**src/rtl/miso_combiner_n_pkg.sv**
```systemverilog
// rtl/miso_combiner_n_pkg.sv - shared types, widths and saturation helpers for the MISO combiner
package miso_pkg;

  localparam int unsigned DEF_W         = 8;
  localparam int unsigned DEF_GW        = 8;
  localparam int unsigned DEF_GAIN_FRAC = 6;
  localparam int unsigned WIDE_W        = 64;

  typedef logic signed [DEF_W-1:0]  sample_t;
  typedef logic signed [DEF_GW-1:0] gain_t;
  typedef logic signed [WIDE_W-1:0] wide_t;

  function automatic int unsigned acc_width(input int unsigned n, input int unsigned w,
                                            input int unsigned gw);
    return w + gw + $clog2(n);
  endfunction

  function automatic int unsigned gain_one(input int unsigned frac);
    return 32'd1 << frac;
  endfunction

  localparam gain_t GAIN_ONE = gain_t'(gain_one(DEF_GAIN_FRAC));

  // Bounds are computed at 64 bits so any result width up to 63 can be clamped.
  function automatic wide_t sat_clamp(input wide_t v, input int unsigned w);
    wide_t hi;
    wide_t lo;
    hi = (wide_t'(1) <<< (w - 1)) - wide_t'(1);
    lo = -(wide_t'(1) <<< (w - 1));
    if (v > hi)      return hi;
    else if (v < lo) return lo;
    else             return v;
  endfunction

  function automatic logic sat_hit(input wide_t v, input int unsigned w);
    return (sat_clamp(v, w) != v);
  endfunction

endpackage

```
**src/rtl/miso_combiner_n_if.sv**
```systemverilog
// rtl/miso_combiner_n_if.sv - sample, configuration and output bundle of the MISO combiner
interface miso_combiner_n_if #(
  parameter int N     = 2,
  parameter int W     = 8,
  parameter int GW    = 8,
  parameter int DEPTH = 16
);
  localparam int SW = $clog2(N);
  localparam int DW = $clog2(DEPTH);

  logic                 in_valid;
  logic [N*W-1:0]       in_data;
  logic                 cfg_we;
  logic [SW-1:0]        cfg_sel;
  logic [DW-1:0]        cfg_delay;
  logic signed [GW-1:0] cfg_gain;
  logic                 out_valid;
  logic signed [W-1:0]  out_data;
  logic                 sat_flag;

  modport master (
    output in_valid, in_data, cfg_we, cfg_sel, cfg_delay, cfg_gain,
    input  out_valid, out_data, sat_flag
  );

  modport slave (
    input  in_valid, in_data, cfg_we, cfg_sel, cfg_delay, cfg_gain,
    output out_valid, out_data, sat_flag
  );
endinterface

```
**src/rtl/miso_combiner_n_delay_line.sv**
```systemverilog
// rtl/miso_combiner_n_delay_line.sv - one path's circular sample history with zero-delay bypass
module miso_delay_line #(
  parameter int W     = 8,
  parameter int DEPTH = 16
) (
  input  logic                       clk,
  input  logic                       rst,
  input  logic                       we_i,
  input  logic [$clog2(DEPTH)-1:0]   wr_ptr_i,
  input  logic signed [W-1:0]        wdata_i,
  input  logic [$clog2(DEPTH)-1:0]   delay_i,
  output logic signed [W-1:0]        rdata_o
);
  localparam int AW = $clog2(DEPTH);

  logic signed [W-1:0] mem_q [DEPTH];
  logic [AW-1:0]       rd_ptr;

  always_ff @(posedge clk or posedge rst) begin
    if (rst) begin
      for (int i = 0; i < DEPTH; i++) mem_q[i] <= '0;
    end else if (we_i) begin
      mem_q[wr_ptr_i] <= wdata_i;
    end
  end

  // DEPTH is a power of two, so pointer subtraction wraps naturally.
  always_comb begin
    rd_ptr  = wr_ptr_i - delay_i;
    rdata_o = (delay_i == '0) ? wdata_i : mem_q[rd_ptr];
  end

endmodule

```
**src/rtl/miso_combiner_n.sv**
```systemverilog
// rtl/miso_combiner_n.sv - N-path delay/gain/sum combiner, 3-clock pipeline; MISO_SAT_EN selects clamp vs wrap
module miso_combiner_n
  import miso_pkg::*;
#(
  parameter int N         = 2,
  parameter int W         = 8,
  parameter int GW        = 8,
  parameter int GAIN_FRAC = 6,
  parameter int DEPTH     = 16
) (
  input  logic               clk,
  input  logic               rst,
  miso_combiner_n_if.slave   bus
);
  localparam int SW = $clog2(N);
  localparam int DW = $clog2(DEPTH);
  localparam int PW = W + GW;
  localparam int AW = acc_width(N, W, GW);
  localparam logic signed [GW-1:0] G1 = GW'(gain_one(GAIN_FRAC));

  logic [DW-1:0]        wr_ptr_q;
  logic [DW-1:0]        delay_q [N];
  logic signed [GW-1:0] gain_q  [N];
  logic signed [W-1:0]  x       [N];
  logic                 cfg_ok;

  if ((1 << SW) > N) begin : g_sel_chk
    assign cfg_ok = bus.cfg_we && (int'(bus.cfg_sel) < N);
  end else begin : g_sel_all
    assign cfg_ok = bus.cfg_we;
  end

  for (genvar i = 0; i < N; i++) begin : g_path
    miso_delay_line #(.W(W), .DEPTH(DEPTH)) u_dl (
      .clk      (clk),
      .rst      (rst),
      .we_i     (bus.in_valid),
      .wr_ptr_i (wr_ptr_q),
      .wdata_i  (bus.in_data[i*W +: W]),
      .delay_i  (delay_q[i]),
      .rdata_o  (x[i])
    );
  end

  // Config lands on the edge that also samples the current beat, so that beat sees the old values.
  always_ff @(posedge clk or posedge rst) begin
    if (rst) begin
      wr_ptr_q <= '0;
      for (int i = 0; i < N; i++) begin
        delay_q[i] <= '0;
        gain_q[i]  <= G1;
      end
    end else begin
      if (bus.in_valid) wr_ptr_q <= wr_ptr_q + DW'(1);
      if (cfg_ok) begin
        delay_q[bus.cfg_sel] <= bus.cfg_delay;
        gain_q[bus.cfg_sel]  <= bus.cfg_gain;
      end
    end
  end

  logic signed [PW-1:0] p_d [N];
  logic signed [PW-1:0] p_q [N];
  logic                 v1_q;

  always_comb begin
    for (int i = 0; i < N; i++) p_d[i] = PW'(x[i]) * PW'(gain_q[i]);
  end

  always_ff @(posedge clk or posedge rst) begin
    if (rst) begin
      v1_q <= 1'b0;
      for (int i = 0; i < N; i++) p_q[i] <= '0;
    end else begin
      v1_q <= bus.in_valid;
      if (bus.in_valid) begin
        for (int i = 0; i < N; i++) p_q[i] <= p_d[i];
      end
    end
  end

  logic signed [AW-1:0] sum_d;
  logic signed [AW-1:0] sum_q;
  logic                 v2_q;

  always_comb begin
    sum_d = '0;
    for (int i = 0; i < N; i++) sum_d = sum_d + AW'(p_q[i]);
  end

  always_ff @(posedge clk or posedge rst) begin
    if (rst) begin
      v2_q  <= 1'b0;
      sum_q <= '0;
    end else begin
      v2_q <= v1_q;
      if (v1_q) sum_q <= sum_d;
    end
  end

  logic signed [AW-1:0] shifted;
  logic signed [W-1:0]  out_d;
  logic                 sat_d;

  always_comb begin
    shifted = sum_q >>> GAIN_FRAC;
`ifdef MISO_SAT_EN
    out_d = W'(sat_clamp(wide_t'(shifted), W));
    sat_d = sat_hit(wide_t'(shifted), W);
`else
    out_d = W'(shifted);
    sat_d = 1'b0;
`endif
  end

  logic                out_valid_q;
  logic signed [W-1:0] out_data_q;
  logic                sat_q;

  always_ff @(posedge clk or posedge rst) begin
    if (rst) begin
      out_valid_q <= 1'b0;
      out_data_q  <= '0;
      sat_q       <= 1'b0;
    end else begin
      out_valid_q <= v2_q;
      sat_q       <= v2_q ? sat_d : 1'b0;
      if (v2_q) out_data_q <= out_d;
    end
  end

  assign bus.out_valid = out_valid_q;
  assign bus.out_data  = out_data_q;
  assign bus.sat_flag  = sat_q;

endmodule

```
**src/flat_wrapper.sv**
```systemverilog
// flat-port wrapper written by rule: the top's interface ports become plain ports
module miso_combiner_n_flat import miso_pkg::*;
#(
  parameter int N         = 2,
  parameter int W         = 8,
  parameter int GW        = 8,
  parameter int GAIN_FRAC = 6,
  parameter int DEPTH     = 16
)
  (clk, rst, bus_in_valid, bus_in_data, bus_cfg_we, bus_cfg_sel, bus_cfg_delay, bus_cfg_gain, bus_out_valid, bus_out_data, bus_sat_flag);
  miso_combiner_n_if #(.N(N), .W(W), .GW(GW), .DEPTH(DEPTH)) bus_i ();
  input  logic clk;
  input  logic rst;
  input wire logic [$bits(bus_i.in_valid)-1:0] bus_in_valid;
  input wire logic [$bits(bus_i.in_data)-1:0] bus_in_data;
  input wire logic [$bits(bus_i.cfg_we)-1:0] bus_cfg_we;
  input wire logic [$bits(bus_i.cfg_sel)-1:0] bus_cfg_sel;
  input wire logic [$bits(bus_i.cfg_delay)-1:0] bus_cfg_delay;
  input wire logic [$bits(bus_i.cfg_gain)-1:0] bus_cfg_gain;
  output wire logic [$bits(bus_i.out_valid)-1:0] bus_out_valid;
  output wire logic [$bits(bus_i.out_data)-1:0] bus_out_data;
  output wire logic [$bits(bus_i.sat_flag)-1:0] bus_sat_flag;
  assign bus_i.in_valid = bus_in_valid;
  assign bus_i.in_data = bus_in_data;
  assign bus_i.cfg_we = bus_cfg_we;
  assign bus_i.cfg_sel = bus_cfg_sel;
  assign bus_i.cfg_delay = bus_cfg_delay;
  assign bus_i.cfg_gain = bus_cfg_gain;
  assign bus_out_valid = bus_i.out_valid;
  assign bus_out_data = bus_i.out_data;
  assign bus_sat_flag = bus_i.sat_flag;
  miso_combiner_n #(.N(N), .W(W), .GW(GW), .GAIN_FRAC(GAIN_FRAC), .DEPTH(DEPTH)) u_core (.clk(clk), .rst(rst), .bus(bus_i));
endmodule
```
**config.mk**
```make
export PLATFORM = sky130hd
export DESIGN_NAME = miso_combiner_n_flat
export DESIGN_NICKNAME = d
export VERILOG_FILES = /design/src/rtl/miso_combiner_n_pkg.sv /design/src/rtl/miso_combiner_n_if.sv /design/src/rtl/miso_combiner_n_delay_line.sv /design/src/rtl/miso_combiner_n.sv /design/src/flat_wrapper.sv
export SDC_FILE = /design/constraint.sdc
export NUM_CORES = 1
export LEC_CHECK = 0
export ABC_AREA = 0
export CAP_MARGIN = 5
export CORE_MARGIN = 3
export CORE_UTILIZATION = 48
export CTS_BUF_LIST = sky130_fd_sc_hd__clkbuf_2
export CTS_CLUSTER_SIZE = 24
export DETAILED_ROUTE_END_ITERATION = 8
export PLACE_DENSITY_LB_ADDON = 0.05
export SYNTH_ARGS = -nofsm -noshare
export SYNTH_HDL_FRONTEND = slang
export SYNTH_HIERARCHICAL = 1
export SYNTH_SLANG_ARGS = --single-unit
```
**constraint.sdc**
```tcl
create_clock -name clk -period 16.76 [get_ports clk]
set_input_delay 5.028 -clock clk [delete_from_list [all_inputs] [get_ports clk]]
set_output_delay 5.028 -clock clk [all_outputs]
set_load 0.01 [all_outputs]
```
==> impl_metrics.toml <==
[placed_design]
gp_congestion = 0.799
hpwl_um = 29400
dp_slack_ns = 5.96
io_buffers = 41

[critical_path]
setup.worst_path.start_class = "input pin"
worstSetupPathType = "in2reg"
required_ns = 17.60
critPathBufInv = 2
cp_data_arrival_time_ns = 10.71
crit_path_top_delay_cell = "a221oi_1"
cp_slowest_stage_delay_ns = 0.91
crit_path_frequent_cell = "fa_1"
cp_cell_sequence = "clkdlybuf4s50_1 > nor2_1 > a221oi_1 > nand2_1 > fa_1 > fa_1 > fa_1 > fa_1 > inv_1 > ha_1 > o21ai_1 > o211ai_1 > a31o_1 > a31oi_4 > xnor2_1 > mux2_2"
critPathMaxFanout = 17
cp_top_family = "adder cells"
worstSetupEndpointType = "flip-flop"

[timing]
setup_violations = 0
report.final.slew_viol_count = 0
rsz0062_at_grt = "false"
skew_ns = 0.108
tns_ns = 0
fin_crit_ns = 9.87
max_slew.worst_pin.slew_ns = 1.23
clock.fmax_mhz = 101
fin_ws_ns = 6.89
hold_ws_ns = 0.498
slew_headroom_pct = 18.2
hold_viol_final = 0
period_share_pct = 58.9

[clock_tree]
h-tree-depth = 3
hold_buffers = 0
ctsRootBufferMaster = "clkbuf_2"
cts_max_path_buffers = 3
post_cts_buffers = 0
cts_buffers = 89
clk_pin_slew_ns = 0.08
clock_latency_ns = 1.06
clkSinkCount = 331
cts_tree = "done"
ctsResizeCount = 0

[synthesis]
netlist_area_um2 = 19900
synth.top_cell.area_share_pct = 41.4
yosysTopAreaCell = "dfrtp_1"
ys_warn_count = 6
ys_types = 59
synth.avg_cell_area_um2 = 13.1
synth_seq_cells = 331
synth-edff-count = 0
synthesis.nets = 1718
yosys-top-cells-area = "dfrtp_1 (41%), mux2_2 (15%), fa_1 (9.9%), mux4_2 (7.2%), ha_1 (4.5%)"
synthArstFlopShare_pct = 100
ys.flop_type = "dfrtp_1"
ys_seq_area_share_pct = 41.6
synthTopCellsByCount = "dfrtp_1 (329), mux2_2 (271), inv_1 (161), fa_1 (98), ha_1 (71)"
synth_most_common_cell = "dfrtp_1"
syn_inst = 1516

[floorplan]
die_w_um = 210
rows = 73
fp.dieH_um = 210
dieArea_um2 = 43900
initial_utilization_pct = 49.3
io_pins = 43
core_area_um2 = 40400

[global_routing]
overflow = 0
grt_pass1_wl_um = 70500
grt_pass1_vias = 13000
antenna_found_initial = 2
gr-usage-all-layers_pct = 20.4
grt_max_degree = 80

[detailed_routing]
vias = 11900
vias_per_cell = 5.40
drtPass1Iterations = 4
totalWireLength_um = 43000
drc = 0
drtIter0Drc = 511
drtAntennaViolNets = 0
wl_per_cell_um = 19.6

[cells_and_area]
drive_gt1_share_pct = 32.7
syn_to_final_growth_pct = 8.25
nets = 1803
fin_util_pct = 53.4

[worst_hold_path]
hold_path.class = "reg2reg"

[status]
status = "complete, no violations"

[run]
cap_viol_max_count = 0
per-stage QoR:
step                      area [um2]  instances
after floorplan                19900       1516
after global placement         20800       2035
after detailed placement       20800       2035
after CTS                      21500       2193
after global routing           21500       2197
final                          21500       2197
layout by cell type, fill, tap and decap left out, drive strengths merged, types with 16 or more instances in the layout:
master	n
dfrtp	329
mux2i	36
and2	69
xnor2	26
nor2	53
ha	71
clkbuf	134
o21ai	21
fa	98
clkinv	20
buf	16
clkdlybuf4s50	40
inv	163
nand2	66
mux4	64
mux2	305
a221oi	19
area by class of cell:
type	count	area (um2)
fill	3615	18800
multi-input combinational	962	10700
sequential	331	8290
clock buffer	134	671
tap	525	657
inverter	161	611
timing repair buffer	56	518
clock inverter	24	110
antenna	4	10.0
worst paths after layout:
path                                                     to  depth (start not counted)                             from  slack [ns]
setup / recovery                             u_core/p_q[13]                         16                  bus_in_data[11]        6.89
hold / removal              u_core/g_path[1].u_dl/mem_q[60]                          1  u_core/g_path[1].u_dl/mem_q[60]        0.50
setup reg to reg                             u_core/p_q[13]                         20               u_core/wr_ptr_q[0]        9.27
hold reg to reg             u_core/g_path[1].u_dl/mem_q[60]                          1  u_core/g_path[1].u_dl/mem_q[60]        0.50
max in group asynchronous   u_core/g_path[1].u_dl/mem_q[69]                          3                              rst       10.64
min in group asynchronous  u_core/g_path[1].u_dl/mem_q[106]                          2                              rst        4.73
routing by layer:
layer  wire (um)  global-route usage (%)  share of wire (%)
met3        1860                    3.98                4.3
met1       19500                    27.5                 45
met5           0                       0                  0
met2       20500                    33.2                 48
met4        1050                    7.02                2.4
registers in the layout (all words and copies together) (netlist names):
register	cells
u_core/v2_q	1
u_core/gain_q	16
u_core/sum_q	8
u_core/bus.out_data	8
u_core/bus.out_valid	1
u_core/delay_q	8
u_core/g_path.u_dl/mem_q	256
u_core/v1_q	1
u_core/p_q	28
u_core/wr_ptr_q	4
cell families (layout without fill, tap and decap cells):
family,after synthesis,in the layout,synth area share [%]
AOI/OAI and AO/OA,98,98,3.95
xor gates and xnor gates,37,37,1.82
adders and majority gates,169,169,14.3
buffers and inverters,223,375,4.72
DFF,331,331,41.6
muxes,405,405,26.6
other,1,5,0.0188
and+or+nand+nor,252,252,6.97
Power is left out: the tool's default activity adds up to more than one toggle a clock period on the data nets, which glitch-free logic cannot reach.
